<file path="src/rtl/ramp_sequencer_pkg.sv">
// rtl/ramp_sequencer_pkg.sv - shared types and helpers for the ramp sequencer
package ramp_seq_pkg;

  typedef enum logic [1:0] {
    IDLE  = 2'd0,
    RESET = 2'd1,
    RAMP  = 2'd2,
    DONE  = 2'd3
  } state_t;

  localparam int CONV_CNT_W = 16;

  function automatic logic [31:0] gray_encode(input logic [31:0] b);
    return b ^ (b >> 1);
  endfunction

endpackage

</file>
<file path="src/rtl/ramp_sequencer_if.sv">
// rtl/ramp_sequencer_if.sv - control and analog-side signal bundle of the ramp sequencer
interface ramp_sequencer_if #(
  parameter int WIDTH = 8
);
  import ramp_seq_pkg::*;

  logic                  start;
  logic                  cont;
  logic                  abort;
  logic                  comp;
  logic [WIDTH-1:0]      counter;
  logic                  ramp_rst;
  logic                  ramp_en;
  logic                  sampler_rst;
  logic                  busy;
  logic                  done;
  logic                  no_cross;
  logic [CONV_CNT_W-1:0] conv_cnt;

  modport master (
    output start, cont, abort, comp,
    input  counter, ramp_rst, ramp_en, sampler_rst, busy, done, no_cross, conv_cnt
  );

  modport slave (
    input  start, cont, abort, comp,
    output counter, ramp_rst, ramp_en, sampler_rst, busy, done, no_cross, conv_cnt
  );

endinterface

</file>
<file path="src/rtl/ramp_step_timer.sv">
// rtl/ramp_step_timer.sv - reloadable down-counter; tick marks the last cycle of each interval
module ramp_step_timer #(
  parameter int CW = 2
) (
  input  logic          clk,
  input  logic          rst,
  input  logic          load,
  input  logic [CW-1:0] period,
  output logic          tick
);

  logic [CW-1:0] cnt;

  // period holds interval length minus one; auto-reloads after each tick
  always_ff @(posedge clk) begin
    if (rst) begin
      cnt <= '0;
    end else if (load || tick) begin
      cnt <= period;
    end else begin
      cnt <= cnt - 1'b1;
    end
  end

  assign tick = (cnt == '0);

endmodule

</file>
<file path="src/rtl/ramp_sequencer.sv">
// rtl/ramp_sequencer.sv - single-slope ADC conversion sequencer (RESET, RAMP, DONE)
// Define RAMP_SEQ_GRAY_COUNT_EN to present counter as Gray code of the binary ramp code.
module ramp_sequencer
  import ramp_seq_pkg::*;
#(
  parameter int WIDTH         = 8,
  parameter int SETTLE_CYCLES = 4,
  parameter int STEP_CYCLES   = 2
) (
  input logic             clk,
  input logic             rst,
  ramp_sequencer_if.slave bus
);

  localparam int MAXC = (SETTLE_CYCLES > STEP_CYCLES) ? SETTLE_CYCLES : STEP_CYCLES;
  localparam int CW   = (MAXC > 1) ? $clog2(MAXC) : 1;
  localparam logic [CW-1:0]    SETTLE_LD = CW'(SETTLE_CYCLES - 1);
  localparam logic [CW-1:0]    STEP_LD   = CW'(STEP_CYCLES - 1);
  localparam logic [WIDTH-1:0] CODE_LAST = '1;

  state_t                state, next_state;
  logic [WIDTH-1:0]      bin, bin_d, counter_d;
  logic                  crossed, crossed_d;
  logic                  no_cross_d;
  logic [CONV_CNT_W-1:0] conv_cnt_d;
  logic                  ramp_rst_d, ramp_en_d, sampler_rst_d, busy_d, done_d;
  logic                  tick, load;
  logic [CW-1:0]         period;

  assign load   = (next_state != state);
  assign period = (next_state == RESET) ? SETTLE_LD : STEP_LD;

  ramp_step_timer #(.CW(CW)) u_timer (
    .clk    (clk),
    .rst    (rst),
    .load   (load),
    .period (period),
    .tick   (tick)
  );

  always_ff @(posedge clk) begin
    if (rst) begin
      state           <= IDLE;
      bin             <= '0;
      crossed         <= 1'b0;
      bus.counter     <= '0;
      bus.ramp_rst    <= 1'b0;
      bus.ramp_en     <= 1'b0;
      bus.sampler_rst <= 1'b0;
      bus.busy        <= 1'b0;
      bus.done        <= 1'b0;
      bus.no_cross    <= 1'b0;
      bus.conv_cnt    <= '0;
    end else begin
      state           <= next_state;
      bin             <= bin_d;
      crossed         <= crossed_d;
      bus.counter     <= counter_d;
      bus.ramp_rst    <= ramp_rst_d;
      bus.ramp_en     <= ramp_en_d;
      bus.sampler_rst <= sampler_rst_d;
      bus.busy        <= busy_d;
      bus.done        <= done_d;
      bus.no_cross    <= no_cross_d;
      bus.conv_cnt    <= conv_cnt_d;
    end
  end

  always_comb begin
    next_state = state;
    if (bus.abort) begin
      next_state = IDLE;
    end else begin
      case (state)
        IDLE:    if (bus.start) next_state = RESET;
        RESET:   if (tick) next_state = RAMP;
        RAMP:    if (tick && (bin == CODE_LAST)) next_state = DONE;
        DONE:    next_state = bus.cont ? RESET : IDLE;
        default: next_state = IDLE;
      endcase
    end
  end

  // Outputs are computed from next_state so the registered outputs line up with state
  always_comb begin
    bin_d = '0;
    if ((next_state == RAMP) && (state == RAMP)) begin
      bin_d = tick ? bin + 1'b1 : bin;
    end

`ifdef RAMP_SEQ_GRAY_COUNT_EN
    counter_d = WIDTH'(gray_encode(32'(bin_d)));
`else
    counter_d = bin_d;
`endif

    crossed_d = crossed;
    if ((next_state == RESET) && (state != RESET)) begin
      crossed_d = 1'b0;
    end else if ((state == RAMP) && bus.comp) begin
      crossed_d = 1'b1;
    end

    no_cross_d = bus.no_cross;
    conv_cnt_d = bus.conv_cnt;
    if (next_state == DONE) begin
      no_cross_d = ~crossed_d;
      conv_cnt_d = bus.conv_cnt + 1'b1;
    end

    ramp_rst_d    = (next_state == RESET);
    sampler_rst_d = (next_state == RESET);
    ramp_en_d     = (next_state == RAMP);
    busy_d        = (next_state != IDLE);
    done_d        = (next_state == DONE);
  end

endmodule
</file>
<file path="src/flat_wrapper.sv">
// flat-port wrapper written by rule: the top's interface ports become plain ports
module ramp_sequencer_flat import ramp_seq_pkg::*;
#(
  parameter int WIDTH         = 8,
  parameter int SETTLE_CYCLES = 4,
  parameter int STEP_CYCLES   = 2
)
  (clk, rst, bus_start, bus_cont, bus_abort, bus_comp, bus_counter, bus_ramp_rst, bus_ramp_en, bus_sampler_rst, bus_busy, bus_done, bus_no_cross, bus_conv_cnt);
  ramp_sequencer_if #(.WIDTH(WIDTH)) bus_i ();
  input logic clk;
  input logic rst;
  input wire logic [$bits(bus_i.start)-1:0] bus_start;
  input wire logic [$bits(bus_i.cont)-1:0] bus_cont;
  input wire logic [$bits(bus_i.abort)-1:0] bus_abort;
  input wire logic [$bits(bus_i.comp)-1:0] bus_comp;
  output wire logic [$bits(bus_i.counter)-1:0] bus_counter;
  output wire logic [$bits(bus_i.ramp_rst)-1:0] bus_ramp_rst;
  output wire logic [$bits(bus_i.ramp_en)-1:0] bus_ramp_en;
  output wire logic [$bits(bus_i.sampler_rst)-1:0] bus_sampler_rst;
  output wire logic [$bits(bus_i.busy)-1:0] bus_busy;
  output wire logic [$bits(bus_i.done)-1:0] bus_done;
  output wire logic [$bits(bus_i.no_cross)-1:0] bus_no_cross;
  output wire logic [$bits(bus_i.conv_cnt)-1:0] bus_conv_cnt;
  assign bus_i.start = bus_start;
  assign bus_i.cont = bus_cont;
  assign bus_i.abort = bus_abort;
  assign bus_i.comp = bus_comp;
  assign bus_counter = bus_i.counter;
  assign bus_ramp_rst = bus_i.ramp_rst;
  assign bus_ramp_en = bus_i.ramp_en;
  assign bus_sampler_rst = bus_i.sampler_rst;
  assign bus_busy = bus_i.busy;
  assign bus_done = bus_i.done;
  assign bus_no_cross = bus_i.no_cross;
  assign bus_conv_cnt = bus_i.conv_cnt;
  ramp_sequencer #(.WIDTH(WIDTH), .SETTLE_CYCLES(SETTLE_CYCLES), .STEP_CYCLES(STEP_CYCLES)) u_core (.clk(clk), .rst(rst), .bus(bus_i));
endmodule
</file>
<file path="config.mk">
export PLATFORM = sky130hd
export DESIGN_NAME = ramp_sequencer_flat
export DESIGN_NICKNAME = d
export VERILOG_FILES = /design/src/rtl/ramp_sequencer_pkg.sv /design/src/rtl/ramp_sequencer_if.sv /design/src/rtl/ramp_step_timer.sv /design/src/rtl/ramp_sequencer.sv /design/src/flat_wrapper.sv
export SDC_FILE = /design/constraint.sdc
export NUM_CORES = 1
export LEC_CHECK = 0
export BUFFER_PORTS_ARGS = -buffer_cell sky130_fd_sc_hd__buf_2
export CAP_MARGIN = 25
export CORE_UTILIZATION = 40
export CTS_CLUSTER_SIZE = 28
export DETAILED_ROUTE_END_ITERATION = 16
export GPL_TIMING_DRIVEN = 0
export PLACE_DENSITY = 0.6
export SETUP_SLACK_MARGIN = 0.05
export SLEW_MARGIN = 20
export SYNTH_ARGS = -nofsm -noshare
export SYNTH_HDL_FRONTEND = slang
export SYNTH_HIERARCHICAL = 1
export SYNTH_SLANG_ARGS = --single-unit
</file>
<file path="constraint.sdc">
create_clock -name clk -period 6 [get_ports clk]
set_input_delay 0.6 -clock clk [delete_from_list [all_inputs] [get_ports clk]]
set_output_delay 0.6 -clock clk [all_outputs]
set_load 0.02 [all_outputs]
</file>
-- Word-level counts from Yosys, hierarchy flattened
Cells that the tools add are included.
- add/subtract/negate cells: 3
- multiply operators: 0
- divide/modulo/power cells: 0
- $lt $le $gt $ge: 0
- equality and inequality tests: 9
- shifts and indexed selects: 0
- muxes and demuxes: 10
- bitwise operators: 2
- reductions and logical operators: 9
- operator list (cell ; number):
    $add 16x1->16 const B ; 1
    $mux 2 ; 6
    $add 8x1->8 const B ; 1
    $eq 2x2->1 const B ; 4
    $eq 8x8->1 const B ; 1
    $pmux 2 s4 ; 1
    $eq 2x1->1 const B ; 2
    $logic_and 1x1->1 ; 4
    $logic_not 2->1 ; 2
    $mux 1 ; 3
    $ne 2x1->1 const B ; 1
    $ne 2x2->1 ; 1
    $not 1->1 ; 2
    $reduce_bool 2->1 ; 1
    $reduce_or 2->1 ; 1
    $sub 2x1->2 const B ; 1
    $logic_or 1x1->1 ; 1
- flip-flop bits (word level): 34
- latch bits: 0
- RAM bits: 0
- bits in read-only memories: 0
- input port bits: 6
- output and inout port bits: 30
- logic and storage cells: 43
- memories kept: 0

-- Logic depth before layout (Yosys ltp)
- depth after elaboration: 9
- mapped depth: 11

-- By module
Netlist, hierarchy kept.
- modules (own cells, without submodules) (module ; times used ; cells an instance ; area each (um2) ; seq. area each (um2)):
    ramp_sequencer ; 1 ; 167 ; 1517.7 ; 640.6
    ramp_step_timer ; 1 ; 11 ; 92.6 ; 40.0

-- Least setup slack after synthesis
Ideal clock, no wire load.
- path type: flip-flop to flip-flop
- start point: register u_core.bin[0]
- end point: register u_core.u_timer.cnt[0]
- arrival time: 2.172 ns
- data required time: 5.930 ns
- slack: 3.758 ns
- cell stages (with the launch flop): 10
- buffers on the path: 1
- period minus slack after synthesis: 2.242 ns
- cells stage by stage: dfxtp_1 > ha_1 > nand3_2 > nor4_4 > o21ai_1 > buf_2 > nor3b_1 > a21oi_1 > or3_1 > a21oi_1
- word-level cells in the longest chain between the ends: 8
- ends and longest elaborated chain (element ; line ; RTL):
    from (decl) ; ramp_sequencer.sv:22 ; logic [WIDTH-1:0] bin, bin_d, counter_d;
    from (signal assigned) ; ramp_sequencer.sv:56 ; bin <= bin_d;
    $eq 8x8->1 ; ramp_sequencer.sv:77 ; RAMP: if (tick && (bin == CODE_LAST)) next_state = DONE;
    $logic_and 1x1->1 ; ramp_sequencer.sv:77 ;
    $mux 2 ; ramp_sequencer.sv:77 ;
    $pmux 2 s4 ; ramp_sequencer.sv:74 ; case (state)
    $mux 2 ; ramp_sequencer.sv:71 ; if (bus.abort) begin
    $ne 2x2->1 ; ramp_sequencer.sv:30 ; assign load = (next_state != state);
    named net u_core.load ; ramp_sequencer.sv:27 ; logic tick, load;
    $logic_or 1x1->1 ; ramp_step_timer.sv:18 ; end else if (load || tick) begin
    $mux 2 ; ramp_step_timer.sv:18 ;
    to (signal assigned) ; ramp_step_timer.sv:19 ; cnt <= period;
    to (signal assigned) ; ramp_step_timer.sv:21 ; cnt <= cnt - 1'b1;
    to (decl) ; ramp_step_timer.sv:12 ; logic [CW-1:0] cnt;
The timed path passes the listed nets, and every way through them passes these cells.
A chain may end at the register's enable or synchronous reset.

-- Worst setup path in the final report
- start point: register u_core.u_timer.cnt[0]
- end point: register u_core.u_timer.cnt[1]
- word-level cells in the longest chain between the ends: 8
- ends and longest elaborated chain (element ; line ; RTL):
    $logic_not 2->1 (*) ; ramp_step_timer.sv:25 ; assign tick = (cnt == '0);
    named net u_core.tick ; ramp_sequencer.sv:27 ;
    $logic_and 1x1->1 ; ramp_sequencer.sv:77 ;
    $mux 2 ; ramp_sequencer.sv:77 ;
    $pmux 2 s4 (*) ; ramp_sequencer.sv:74 ;
    $mux 2 (*) ; ramp_sequencer.sv:71 ;
    $ne 2x2->1 (*) ; ramp_sequencer.sv:30 ;
    named net u_core.load ; ramp_sequencer.sv:27 ;
    $logic_or 1x1->1 (*) ; ramp_step_timer.sv:18 ;
    $mux 2 (*) ; ramp_step_timer.sv:18 ;
The timed path passes the listed nets; every way through them passes the cells marked *.

==> impl_metrics.env <==
export IMPL_postRouteAntennaNets=0
export IMPL_io_buffer_count=35
export IMPL_leakagePower_uw=0.000818
export IMPL_wl_per_cell_um=12.7
export IMPL_dr_pass1_iters=4
export IMPL_worst_slew_pin_slew_ns=0.697
export IMPL_crit_family="simple AND/OR/NAND/NOR gates"
export IMPL_hold_viol_final=0
export IMPL_critPathKind="reg2reg"
export IMPL_yosys_warnings=6
export IMPL_grt_usage_pct=17.6
export IMPL_grt_first_pass_wirelength_um=5640
export IMPL_vias=1405
export IMPL_path_clk_slew_ns=0.07
export IMPL_critical_path_slowest_cell="or3_1"
export IMPL_async_flop_share_pct=0
export IMPL_synth_fp_nets=187
export IMPL_coreArea_um2=3770
export IMPL_die_y_um=65.5
export IMPL_synth_most_common_cell="dfxtp_1"
export IMPL_clock_path_buffers=2
export IMPL_worstSetupStartpointType="flop"
export IMPL_initial_core_util_pct=42.7
export IMPL_design_portCount=36
export IMPL_crit_chain="inv_1 > ha_1 > buf_4 > nand3_2 > nor4_4 > o21ai_1 > buf_2 > nor3b_1 > a21oi_1 > or3_1 > a21oi_1"
export IMPL_synth_seq_cells=34
export IMPL_ff2ff_setup_slack_ns=3.50
export IMPL_netlist_top_cells_count="dfxtp_1, nor2_1, xor2_1"
export IMPL_cts_resized=0
export IMPL_cts_root_buf="clkbuf_8"
export IMPL_nFillCells=369
export IMPL_max_cap_violations=0
export IMPL_reg2reg_depth=11
export IMPL_grt_most_used_layer="met2"
export IMPL_synth_edff_count=0
export IMPL_power_uw=474
export IMPL_critPathMaxStageDelay_ns=0.32
export IMPL_met3_usage_pct=4.51
export IMPL_required_ns=6.21
export IMPL_design_die_area_um2=4280
export IMPL_layout_drive_gt1_share_pct=24.9
export IMPL_cp_max_fo=10
export IMPL_cp_num_cells=11
export IMPL_seq_area_um2=681
export IMPL_cp_end_kind="flop"
export IMPL_grt_pass1_vias=1289
export IMPL_post_cts_buffers=0
export IMPL_setup_violations=0
export IMPL_utilization_pct=51.9
export IMPL_arrival_ns=2.71
export IMPL_slew_viol_final=0
export IMPL_grtUsageMet1_pct=19.4
export IMPL_synthesis_area_um2=1610
export IMPL_status="finished clean"
export IMPL_antenna_found_initial=0
export IMPL_timing_critical_path_buf_inv=3
export IMPL_numCtsBuffers=5
export IMPL_worstReg2RegEnd="u_core/u_timer/cnt[1]$_SDFF_PP0_"
export IMPL_cp_startpoint="u_core/u_timer/cnt[0]$_SDFF_PP0_"
export IMPL_cts_tree="done"
export IMPL_drtIter0Drc=41
export IMPL_min_period_ns=2.50
export IMPL_peakVddDrop_uv=108
export IMPL_synth_avg_cell_area_um2=9.05
export IMPL_place_hpwl_um=2550
export IMPL_std_cell_rows=22
export IMPL_hold_buffers=0
export IMPL_die_w_um=65.5
export IMPL_rr_startpoint="u_core/u_timer/cnt[0]$_SDFF_PP0_"
export IMPL_final_setup_skew_ns=0.00479
export IMPL_slew_headroom_pct=53.2
export IMPL_fmaxAchievable_mhz=400
export IMPL_power_density_nw_per_um2=242
export IMPL_clkLatencyLatePin_ns=0.28
export IMPL_synth_top_area_share_pct=42.3
export IMPL_finalSetupTns_ns=0
export IMPL_area_delta_synth_final_pct=21.4
export IMPL_drt_total_wl_um=3420
export IMPL_hold_class="reg2reg"
export IMPL_rsz0062_at_grt="false"
export IMPL_cts_htree_levels=2
export IMPL_nNetsFinal=229
export IMPL_gr_total_overflow=0
export IMPL_antenna_cells=0
export IMPL_ys_types=41
export IMPL_syn_inst=178
export IMPL_drc=0
export IMPL_yosysTopAreaCell="dfxtp_1"
export IMPL_finalCritPeriodShare_pct=41.7
export IMPL_crit_top_cell="a21oi_1"
export IMPL_synth_area_leaders="dfxtp_1, xor2_1, nor2_1"
export IMPL_seq_area_frac_synth_pct=42.3
export IMPL_grtUsageMet2_pct=30.2
export IMPL_cts_sinks=34
export IMPL_crit_end="u_core/u_timer/cnt[1]$_SDFF_PP0_"
export IMPL_grt_max_degree=11
export IMPL_synthFlopType="dfxtp_1"
export IMPL_via_per_inst=5.22
export IMPL_worstHoldStart="u_core/bus.no_cross$_SDFFE_PP0P_"
export IMPL_multi_input_area_um2=876
export IMPL_gp_congestion=0.762
[how the worst min path moves through the flow]
stage                                       end  slack [ns]  depth (start not counted)
2_1_floorplan         u_core/crossed$_SDFF_PP0_        0.46                          2
3_3_place_gp   u_core/bus.no_cross$_SDFFE_PP0P_        0.44                          2
3_5_place_dp   u_core/bus.no_cross$_SDFFE_PP0P_        0.46                          2
4_1_cts        u_core/bus.no_cross$_SDFFE_PP0P_        0.47                          2
5_1_grt        u_core/bus.no_cross$_SDFFE_PP0P_        0.49                          2
6_report       u_core/bus.no_cross$_SDFFE_PP0P_        0.46                          2
[layer usage]
| layer | part of all wire, % | up-vias | wire length [um] |
|---|---|---|---|
| met2 | 49 | 30 | 1680 |
| met5 | 0 | - | 0 |
| met3 | 4.9 | 4 | 166 |
| met4 | 1.7 | 0 | 59 |
| met1 | 44 | 653 | 1510 |
| li1 | - | 718 | - |
[worst register-to-register path, cell delays in order, from the launching register on]
cell and delay [ns]:
dfxtp_1 0.31, inv_1 0.05, ha_1 0.21, buf_4 0.21
nand3_2 0.11, nor4_4 0.30, o21ai_1 0.19, buf_2 0.26
nor3b_1 0.23, a21oi_1 0.10, or3_1 0.32, a21oi_1 0.15
[final cells by class]
class                   count  share of cell area [%]
inverters                   2                   0.384
multi-input cells         135                    44.8
well taps                  48                    3.07
plain buffers               7                    2.37
clock buffers               8                    5.63
flip-flops and latches     34                    34.8
repair buffers             35                    8.96
[kinds of logic (layout without fill, tap and decap cells)]
family,count (synthesis),after routing,share of synthesized area (%)
XOR/XNOR,17,17,9.25
other,1,1,0.233
multiplexers,2,2,1.24
adder cells (fa/ha/maj),3,3,2.33
AO/OA/AOI/OAI,38,38,16.3
AND/OR/NAND/NOR,74,74,25.0
flip-flops,34,34,42.3
buffers and inverters,9,52,3.34
[per-stage QoR]
step	hold slack (ns)	instance area (um^2)	worst slack, ns	std cells
floorplan	0.459	1610	3.76	178
global placement	0.440	1850	3.58	261
detailed placement	0.459	1850	3.51	261
CTS	0.467	1960	3.49	269
global route	0.492	1960	3.31	269
finish	0.460	1960	3.50	269
[cell usage in the layout, fill, tap and decap left out, drive strengths merged, types with 5 or more instances in the layout]
master and n:
nand2 12, xor2 13, buf 40, a21oi 13, nor2 28, nand3 7
clkbuf 10, dfxtp 34, o21ai 9, o211ai 5
[registers in the layout, indices dropped and copies added (netlist names), 2 cells and up]
| register | cells |
|---|---|
| u_core/u_timer/cnt | 2 |
| u_core/bus.conv_cnt | 16 |
| u_core/state | 2 |
| u_core/bin | 8 |
[report_power, final]
part,total (uW),switching (uW),internal [uW]
clock,194,78.2,116
sequential,233,3.07,230
combinational,46.9,29.1,17.8
total,474,110,364
(Power assumes the default switching activity.)
